## config.mk

```make
export PLATFORM = sky130hd
export DESIGN_NAME = smith_waterman
export DESIGN_NICKNAME = d
export VERILOG_FILES = /design/src/rtl/sw_pkg.sv /design/src/rtl/sw_cell.sv /design/src/rtl/smith_waterman.sv
export SDC_FILE = /design/constraint.sdc
export NUM_CORES = 2
export LEC_CHECK = 0
export CORE_ASPECT_RATIO = 0.7
export CORE_MARGIN = 1.5
export CORE_UTILIZATION = 38
export CTS_CLUSTER_DIAMETER = 50
export CTS_CLUSTER_SIZE = 24
export DETAILED_ROUTE_END_ITERATION = 12
export PLACE_DENSITY = 0.55
export SYNTH_ARGS = -nofsm -noshare
export SYNTH_HDL_FRONTEND = slang
export SYNTH_SLANG_ARGS = --single-unit
```

## constraint.sdc

```tcl
create_clock -name clk -period 17 [get_ports clk]
set_input_delay 2.55 -clock clk [delete_from_list [all_inputs] [get_ports clk]]
set_output_delay 2.55 -clock clk [all_outputs]
set_load 0.005 [all_outputs]
```

## src/rtl/sw_pkg.sv

```systemverilog
// sw_pkg: shared widths, base encoding and controller
// states for the Smith-Waterman scorer. No ports.
package sw_pkg;
  localparam int SRAM_WORD_WIDTH_DEF = 8;
  localparam int SRAM_ADDR_BIT_DEF = 10;
  localparam int CALC_BIT_DEF = 12;
  localparam int MAX_T_NUM_BIT_DEF = 8;
  localparam int MATCH_BIT_DEF = 4;
  localparam int MAX_Q_LEN_DEF = 64;

  typedef logic [1:0] base_t;
  localparam base_t BASE_A = 2'd0;
  localparam base_t BASE_C = 2'd1;
  localparam base_t BASE_G = 2'd2;
  localparam base_t BASE_T = 2'd3;

  typedef enum logic [2:0] {
    IDLE,
    RD_QLEN,
    LD_Q,
    RD_TLEN,
    RD_TBASE,
    CALC,
    REPORT,
    DONE
  } sw_state_e;
endpackage

```

## src/rtl/sw_cell.sv

```systemverilog
// sw_cell: one combinational affine-gap local-alignment cell.
// Ports: q_base/t_base bases, h_diag/h_left/e_left/h_up/f_up
// neighbour scores, match/mismatch/alpha/beta costs; h/e/f out.
module sw_cell
  import sw_pkg::*;
#(
  parameter int CALC_BIT  = CALC_BIT_DEF,
  parameter int MATCH_BIT = MATCH_BIT_DEF
) (
  input  base_t                q_base,
  input  base_t                t_base,
  input  logic [CALC_BIT-1:0]  h_diag,
  input  logic [CALC_BIT-1:0]  h_left,
  input  logic [CALC_BIT-1:0]  e_left,
  input  logic [CALC_BIT-1:0]  h_up,
  input  logic [CALC_BIT-1:0]  f_up,
  input  logic [MATCH_BIT-1:0] match,
  input  logic [MATCH_BIT-1:0] mismatch,
  input  logic [MATCH_BIT-1:0] alpha,
  input  logic [MATCH_BIT-1:0] beta,
  output logic [CALC_BIT-1:0]  h,
  output logic [CALC_BIT-1:0]  e,
  output logic [CALC_BIT-1:0]  f
);
  // Subtract, clamping at zero.
  function automatic logic [CALC_BIT-1:0] sub0(
    input logic [CALC_BIT-1:0]  a,
    input logic [MATCH_BIT-1:0] b
  );
    logic [CALC_BIT-1:0] bx;
    bx = CALC_BIT'(b);
    return (a > bx) ? a - bx : '0;
  endfunction

  // Add, saturating at all-ones.
  function automatic logic [CALC_BIT-1:0] add_sat(
    input logic [CALC_BIT-1:0]  a,
    input logic [MATCH_BIT-1:0] b
  );
    logic [CALC_BIT:0] s;
    s = {1'b0, a} + (CALC_BIT+1)'(b);
    return s[CALC_BIT] ? '1 : s[CALC_BIT-1:0];
  endfunction

  function automatic logic [CALC_BIT-1:0] max2(
    input logic [CALC_BIT-1:0] a,
    input logic [CALC_BIT-1:0] b
  );
    return (a > b) ? a : b;
  endfunction

  logic [CALC_BIT-1:0] d;

  always_comb begin
    e = max2(sub0(h_left, alpha), sub0(e_left, beta));
    f = max2(sub0(h_up, alpha), sub0(f_up, beta));
    d = (q_base == t_base) ? add_sat(h_diag, match)
                           : sub0(h_diag, mismatch);
    // Unsigned values already floor the result at 0.
    h = max2(d, max2(e, f));
  end
endmodule

```

## src/rtl/smith_waterman.sv

```systemverilog
// smith_waterman: scores each query against every target, one cell
// per clock, reading both lists through one zero-wait port.
// Ports: clk, rst (sync, high), start_i, busy_o, select_T_o, addr_o,
// data_i, match_i/mismatch_i/alpha_i/beta_i, result_o, valid_o,
// change_q_o, max_result_o, match_idx_o.
// BEST_TRACK_EN: compile best-score/index tracking (else tied to 0).
module smith_waterman
  import sw_pkg::*;
#(
  parameter int SRAM_WORD_WIDTH = SRAM_WORD_WIDTH_DEF,
  parameter int SRAM_ADDR_BIT   = SRAM_ADDR_BIT_DEF,
  parameter int CALC_BIT        = CALC_BIT_DEF,
  parameter int MAX_T_NUM_BIT   = MAX_T_NUM_BIT_DEF,
  parameter int MATCH_BIT       = MATCH_BIT_DEF,
  parameter int MAX_Q_LEN       = MAX_Q_LEN_DEF
) (
  input  logic                       clk,
  input  logic                       rst,
  input  logic                       start_i,
  output logic                       busy_o,
  output logic                       select_T_o,
  output logic [SRAM_ADDR_BIT-1:0]   addr_o,
  input  logic [SRAM_WORD_WIDTH-1:0] data_i,
  input  logic [MATCH_BIT-1:0]       match_i,
  input  logic [MATCH_BIT-1:0]       mismatch_i,
  input  logic [MATCH_BIT-1:0]       alpha_i,
  input  logic [MATCH_BIT-1:0]       beta_i,
  output logic [CALC_BIT-1:0]        result_o,
  output logic                       valid_o,
  output logic                       change_q_o,
  output logic [CALC_BIT-1:0]        max_result_o,
  output logic [MAX_T_NUM_BIT-1:0]   match_idx_o
);
  localparam int WW = SRAM_WORD_WIDTH;
  localparam int AW = SRAM_ADDR_BIT;
  localparam int CB = CALC_BIT;
  localparam int CW = (MAX_Q_LEN > 1) ? $clog2(MAX_Q_LEN) : 1;
  localparam logic [WW-1:0] W1 = WW'(1);
  localparam logic [AW-1:0] A1 = AW'(1);
  localparam logic [WW-1:0] QMAX = WW'(MAX_Q_LEN);

  sw_state_e state, state_nx;

  logic [AW-1:0] q_addr, t_addr;
  logic [WW-1:0] qlen, qn, tlen, cnt, tr, ci;
  logic [CW-1:0] col, ld;
  base_t         q_mem [MAX_Q_LEN];
  base_t         t_base;
  logic [CB-1:0] h_row [MAX_Q_LEN];
  logic [CB-1:0] f_row [MAX_Q_LEN];
  logic [CB-1:0] h_diag, h_left, e_left, score;
  logic [CB-1:0] h, e, f;
  logic zero_word, last_load, last_cell, last_row, new_tgt;

  // Queries longer than MAX_Q_LEN are truncated for scoring.
  assign qn = (int'(qlen) > MAX_Q_LEN) ? QMAX : qlen;
  assign col = ci[CW-1:0];
  assign ld = cnt[CW-1:0];
  assign zero_word = (data_i == '0);
  assign last_load = (cnt == qlen - W1);
  assign last_cell = (ci == qn - W1);
  assign last_row = (tr == tlen - W1);
  // REPORT doubles as the read of the next target length.
  assign new_tgt = !zero_word &&
                   (state == RD_TLEN || state == REPORT);

  sw_cell #(
    .CALC_BIT (CB),
    .MATCH_BIT(MATCH_BIT)
  ) u_cell (
    .q_base  (q_mem[col]),
    .t_base  (t_base),
    .h_diag  (h_diag),
    .h_left  (h_left),
    .e_left  (e_left),
    .h_up    (h_row[col]),
    .f_up    (f_row[col]),
    .match   (match_i),
    .mismatch(mismatch_i),
    .alpha   (alpha_i),
    .beta    (beta_i),
    .h       (h),
    .e       (e),
    .f       (f)
  );

  always_ff @(posedge clk) begin
    if (rst) state <= IDLE;
    else     state <= state_nx;
  end

  always_comb begin
    state_nx = state;
    unique case (state)
      IDLE:     if (start_i) state_nx = RD_QLEN;
      RD_QLEN:  state_nx = zero_word ? DONE : LD_Q;
      LD_Q:     if (last_load) state_nx = RD_TLEN;
      RD_TLEN:  state_nx = zero_word ? IDLE : RD_TBASE;
      RD_TBASE: state_nx = CALC;
      CALC:
        if (last_cell)
          state_nx = last_row ? REPORT : RD_TBASE;
      REPORT:   state_nx = zero_word ? RD_QLEN : RD_TBASE;
      DONE:     state_nx = IDLE;
      default:  state_nx = IDLE;
    endcase
  end

  always_comb begin
    busy_o = (state != IDLE);
    select_T_o = 1'b0;
    unique case (state)
      RD_TLEN, RD_TBASE, REPORT: select_T_o = 1'b1;
      default: select_T_o = 1'b0;
    endcase
    addr_o = select_T_o ? t_addr : q_addr;
  end

  // Query bases and the previous DP row; no reset needed as
  // every target clears the row before use.
  always_ff @(posedge clk) begin
    if (state == LD_Q && int'(cnt) < MAX_Q_LEN)
      q_mem[ld] <= data_i[1:0];
    if (new_tgt) begin
      for (int i = 0; i < MAX_Q_LEN; i++) begin
        h_row[i] <= '0;
        f_row[i] <= '0;
      end
    end else if (state == CALC) begin
      h_row[col] <= h;
      f_row[col] <= f;
    end
  end

  always_ff @(posedge clk) begin
    if (rst) begin
      q_addr     <= '0;
      t_addr     <= '0;
      qlen       <= '0;
      tlen       <= '0;
      cnt        <= '0;
      tr         <= '0;
      ci         <= '0;
      t_base     <= '0;
      h_diag     <= '0;
      h_left     <= '0;
      e_left     <= '0;
      score      <= '0;
      result_o   <= '0;
      valid_o    <= 1'b0;
      change_q_o <= 1'b0;
    end else begin
      valid_o    <= 1'b0;
      change_q_o <= 1'b0;
      unique case (state)
        IDLE:
          if (start_i) begin
            q_addr <= '0;
            t_addr <= '0;
          end
        RD_QLEN:
          if (!zero_word) begin
            qlen   <= data_i;
            q_addr <= q_addr + A1;
            cnt    <= '0;
          end
        LD_Q: begin
          q_addr <= q_addr + A1;
          cnt    <= cnt + W1;
          if (last_load) t_addr <= '0;
        end
        RD_TBASE: begin
          t_base <= data_i[1:0];
          t_addr <= t_addr + A1;
          ci     <= '0;
          h_diag <= '0;
          h_left <= '0;
          e_left <= '0;
        end
        CALC: begin
          // Old h_row[col] is next cell's diagonal.
          h_diag <= h_row[col];
          h_left <= h;
          e_left <= e;
          if (h > score) score <= h;
          ci <= ci + W1;
          if (last_cell) tr <= tr + W1;
        end
        REPORT: begin
          result_o   <= score;
          valid_o    <= 1'b1;
          change_q_o <= zero_word;
        end
        default: ;
      endcase
      if (new_tgt) begin
        tlen   <= data_i;
        t_addr <= t_addr + A1;
        tr     <= '0;
        score  <= '0;
      end
    end
  end

`ifdef BEST_TRACK_EN
  logic [MAX_T_NUM_BIT-1:0] t_idx;
  logic                     first;

  always_ff @(posedge clk) begin
    if (rst) begin
      t_idx        <= '0;
      first        <= 1'b0;
      max_result_o <= '0;
      match_idx_o  <= '0;
    end else if (state == LD_Q) begin
      t_idx <= '0;
      first <= 1'b1;
    end else if (state == REPORT) begin
      first <= 1'b0;
      t_idx <= t_idx + MAX_T_NUM_BIT'(1);
      // Strict compare keeps the lowest index on ties.
      if (first || score > max_result_o) begin
        max_result_o <= score;
        match_idx_o  <= t_idx;
      end
    end
  end
`else
  assign max_result_o = '0;
  assign match_idx_o  = '0;
`endif
endmodule

```

Word level (Yosys, flattened, before mapping). Memories as Yosys holds them, arrays and structs flattened. A register that Yosys moved wholly into a read port is not among the register bits. Cells that the tools add are included.

Memories: 3. Output and inout port bits: 46. Bits in registers: 127. RAM bits: 1664.

Memories: f_row (depth 64, width 12, read ports 1, clocked after memory_dff 1, write ports 64, line smith_waterman.sv:50) `logic [CB-1:0] f_row [MAX_Q_LEN];`; h_row (depth 64, width 12, read ports 1, clocked after memory_dff 1, write ports 64, line smith_waterman.sv:49) `logic [CB-1:0] h_row [MAX_Q_LEN];`; q_mem (depth 64, width 2, read ports 1, clocked after memory_dff 1, write ports 1, line smith_waterman.sv:47) `base_t q_mem [MAX_Q_LEN];`.

Mux-type cells: 54. Eq/ne operators: 17. $lt $le $gt $ge: 12. Reductions and logical operators: 23. Add/sub/neg operators: 14. Bitwise operators: 2.

Operators with widths (number): two-way mux 12 bit (13); case mux 12 bit (2 select lines) (3); > comparator 12 bit (5); > comparator 12 x 4 -> 1 bit (5); case mux 10 bit (3 select lines) (2); subtractor 12 x 4 -> 12 bit (5); two-way mux 10 bit (5); two-way mux 6 bit (8); case mux 8 bit (2 select lines) (2); adder 8 x 1 -> 8 bit (second input constant) (3); equality test 8 bit (3); case mux 3 bit (8 select lines) (1); OR reduction 12 bit (2); subtractor 8 x 1 -> 8 bit (second input constant) (3); adder 10 x 1 -> 10 bit (second input constant) (2); two-way mux 3 bit (6); two-way mux 8 bit (2); adder 12 x 4 -> 13 bit (1); equality test 3 bit (second input constant) (4); two-way mux 1 bit (11); AND reduction 3 bit (3); > comparator 8 x 7 -> 1 bit (second input constant) (1); logical NOT 8 bit (1); < comparator 8 x 7 -> 1 bit (second input constant) (1); other kinds (17) (30).

Logic depth before layout (Yosys ltp).
Depth in word-level cells: 10. Mapped depth: 74.

Hierarchy. A second synthesis with hierarchy kept.

Cell total of the unflattened synthesis: 5925. Area, all modules: 85640.9 um^2.

Modules (own cells, without submodules): smith_waterman (cells each 5315, times used 1, area an instance 81410.6 um^2); sw_cell (cells each 610, times used 1, area an instance 4230.3 um^2).

Least setup slack after synthesis. Ideal clock, no wire load.

Path type: register to register. Start point: reg with a tool-made name. End point: reg score[0]. Setup slack: 3.479 ns. Stages on the path, launching flop included: 64. Arrival: 13.405 ns. Required time: 16.884 ns. Clock period less this slack: 13.521 ns. Library setup time: 0.116 ns. Cell sequence: dfxtp_1 buf_6 buf_6 buf_6 buf_6 buf_4 buf_2 buf_2 buf_1 mux4_2 mux4_2 mux4_2 inv_1 ha_1 fa_1 nor2b_1 o21ai_0 nor2b_1 [... 28 more ...] a21o_1 a21o_1 a21oi_1 o21a_1 clkbuf_1 buf_1 a21o_1 clkbuf_1 inv_1 ha_1 nand4_1 or2_2 o21ai_0 o221a_2 clkbuf_1 clkbuf_1 o32ai_1 a41o_1.

RTL lines: to (signal assigned) (line smith_waterman.sv:185) `if (h > score) score <= h;`; to (decl) (line smith_waterman.sv:51) `logic [CB-1:0] h_diag, h_left, e_left, score;`.

==> impl_metrics.toml <==
[timing]
finalMaxSlewViolations = 0
hold_violations = 0
skew_ns = 0.0804
finalCriticalPeriod_ns = 14.85
setup_tns_ns = 0
finalCritPeriodShare_pct = 87.3
slew_headroom_pct = 3.65
setup_viol = 0
rsz0062_at_grt = "false"
worst_pin_slew_ns = 1.44
max_freq_mhz = 67.3

[drt]
wl_um = 286000
drt-initial-drc-count = 9123
first_pass_iters = 7
dr_total_vias = 54000
antenna_left = 0
vias_per_cell = 5.97
wire_per_inst_um = 31.6
drc = 0

[clock_network]
cts_resized = 0
numCtsBuffers = 143
clockRootBuffer = "clkbuf_16"
cts-hold-fix-buffers = 0
clock_latency_ns = 0.86
path_clk_slew_ns = 0.08
cts_max_level = 4
clock-sinks = 1797
clk_path_buf_depth = 4
postCtsSetupBuffers = 0
tritoncts = "done"

[floorplanning]
start_util_pct = 38.4
fp.coreArea_mm2 = 0.215
die_area_mm2 = 0.220
pin_count = 73
die_w_um = 559
rows = 142
die_y_um = 393

[global_routing]
track_usage_pct = 25.7
grt_pass1_wl_um = 401000
antenna_found_initial = 16
gr-total-overflow = 0
grt_pass1_vias = 50000
grt_max_degree = 116

[final_layout]
final_nets = 6184
multi_input_area_mm2 = 0.0273
drive_gt1_share_pct = 16.2
synthToLayoutAreaGrowth_pct = 10.0
regArea_mm2 = 0.0527
fill_cells = 19600
fin_area_mm2 = 0.0906

[yosys]
yosys.area.top_type = "edfxtp_1"
seq_area_frac_synth_pct = 63.9
syn_area_per_cell_um2 = 13.3
async_flop_share_pct = 0
synth-seq-cells = 1797
yosys_warnings = 0
synth-edff-count = 1664
synth.area.top_cells = "edfxtp_1 (61%), mux4_2 (11%), nor2_1 (7.7%)"
ys.flop_type = "edfxtp_1"
syn_area_mm2 = 0.0824
netlist_instances = 6198
synth_cell_types = 87
synth_top_area_share_pct = 60.7

[worst_hold_path]
worstHoldStart = "result_o[4]"
hold_path_depth = 2
hold_class = "reg2reg"
hold_end = "result_o[4]"

[setup_path]
worstPathRequired_ns = 17.65
slowest_delay_ns = 0.77
crit_type = "reg2reg"
crit_path_top_delay_cell = "dfxtp_4"
r2r_end = "score[2]"
startpoint_type = "flop"
cp.arrival_ns = 15.50
rr_worst_depth = 55
reg2reg_setup_slack_ns = 2.15
path_max_fanout = 33
end_kind = "flop"
cpMostUsedCell = "a21o_1"

[power]
power.density_mw_per_mm2 = 106
ir_drop_mv = 0.0776
switchingPower_mw = 2.70
power.switching_fraction_pct = 28.1
p_leak_nw = 30.3
p_comb_share_pct = 11.6
clkPwrFrac_pct = 36.6
p_int_mw = 6.91
pwr-share-seq_pct = 51.7

[job]
drv_cap = 0

[place]
port_buffers = 52
dp.final_hpwl_um = 181000
gp_congestion = 0.923
placed_area_mm2 = 0.0859

[run_status]
outcome = "finished, final reports clean"
## logic make-up after synthesis
kind of cell	after synthesis	share of synthesized area [%]
other	1	0.00455
AOI/OAI and AO/OA	479	4.01
xor gates and xnor gates	82	0.872
adders and majority gates	98	1.54
buffers and inverters	634	3.52
and+or+nand+nor	2502	12.6
muxes	605	13.5
DFF	1797	63.9
## layout by cell type, fill, tap and decap left out, types with 47 or more instances in the layout
cell,synthesis,routed
a21oi_1,103,103
o21ai_0,71,70
inv_1,77,76
a22oi_1,76,76
clkbuf_16,0,147
nand2_1,389,345
mux2i_1,165,162
buf_4,54,186
dfxtp_1,133,127
clkdlybuf4s50_1,0,49
ha_1,92,92
edfxtp_1,1664,1664
mux4_2,404,404
nor2_1,1699,1692
nor3_1,51,47
nand3_1,60,60
nor2b_1,101,96
## routing by layer
layer	up-vias	global-route usage [%]	wire, um
li1	22300	-	-
met5	-	0	83
met1	28000	39.8	125000
met3	358	9.15	41700
met2	3390	33.9	113000
met4	14	5.67	6540
## Yosys cell counts, types with 22 or more instances
cell type,count
buf_1,74
nand4_1,39
o21ai_0,71
xnor2_1,36
nor2_1,1699
ha_1,92
a21oi_1,103
mux2_2,36
inv_1,77
clkbuf_1,292
nand3_1,60
mux4_2,404
nor2b_1,101
mux2i_1,165
xor2_1,46
buf_2,105
dfxtp_1,133
a22oi_1,76
nor3_1,51
a21o_1,35
nand2b_1,29
a31oi_1,23
and3_1,22
buf_6,22
nand2_1,389
and2_1,23
buf_4,54
edfxtp_1,1664
## worst max path at each step
stage	startpoint	slack (ns)	end
5_1_grt	flop	1.17	score[2]
2_1_floorplan	flop	3.48	score[0]
4_1_cts	flop	2.34	score[2]
3_5_place_dp	flop	2.40	score[2]
6_report	flop	2.15	score[2]
3_3_place_gp	flop	2.35	score[2]
## flip-flops by register name, indices dropped and copies added (netlist names), named ones only
register    flops
t_base          2
t_addr         10
h_diag         12
tr              8
result_o       12
state           3
ci              8
tlen            8
q_mem         128
q_addr         10
score          12
f_row         768
h_row         768
qlen            8
valid_o         1
change_q_o      1
e_left         12
cnt             8
h_left         12
## power groups by stage
stage / Sequential (mW) / Combinational [mW] / Clock (mW)
after floorplan: 5.05 / 0.663 / 0
after global placement: 5.07 / 1.09 / 0
after detailed placement: 5.07 / 1.09 / 0
after CTS: 4.97 / 1.10 / 3.55
after global routing: 4.98 / 1.17 / 3.71
final: 4.97 / 1.12 / 3.52
## final cells by class
cell class | count | area share [%]
well taps | 2880 | 3.98
repair buffers | 246 | 2.27
inverters | 85 | 0.352
diodes | 6 | 0.0166
clock inverters | 90 | 1.08
multi-input cells | 3786 | 30.1
flip-flops and latches | 1797 | 58.1
clock buffers | 156 | 4.12
## per-stage QoR
| step | utilization [%] | setup slack (ns) | cells | power (mW) | hold slack (ns) |
|---|---|---|---|---|---|
| 6_report | 42.2 | 2.15 | 9046 | 9.60 | 0.455 |
| 5_1_grt | 42.2 | 1.17 | 9040 | 9.86 | 0.489 |
| 4_1_cts | 42.2 | 2.34 | 9040 | 9.61 | 0.461 |
| 3_5_place_dp | 40.0 | 2.40 | 8794 | 6.16 | 0.451 |
| 3_3_place_gp | 40.0 | 2.35 | 8794 | 6.15 | 0.436 |
| 2_1_floorplan | - | 3.48 | 6217 | 5.71 | 0.425 |
## critical path: cells and delay by family, from the launching register on
kind	cells	cell delay, ns
compound gates	25	5.29
fa+ha+maj	5	1.64
buf+inv	7	2.00
flops	1	0.77
mux	3	1.75
simple gates	15	3.12
Note: power is estimated with default switching activity, not from simulation.
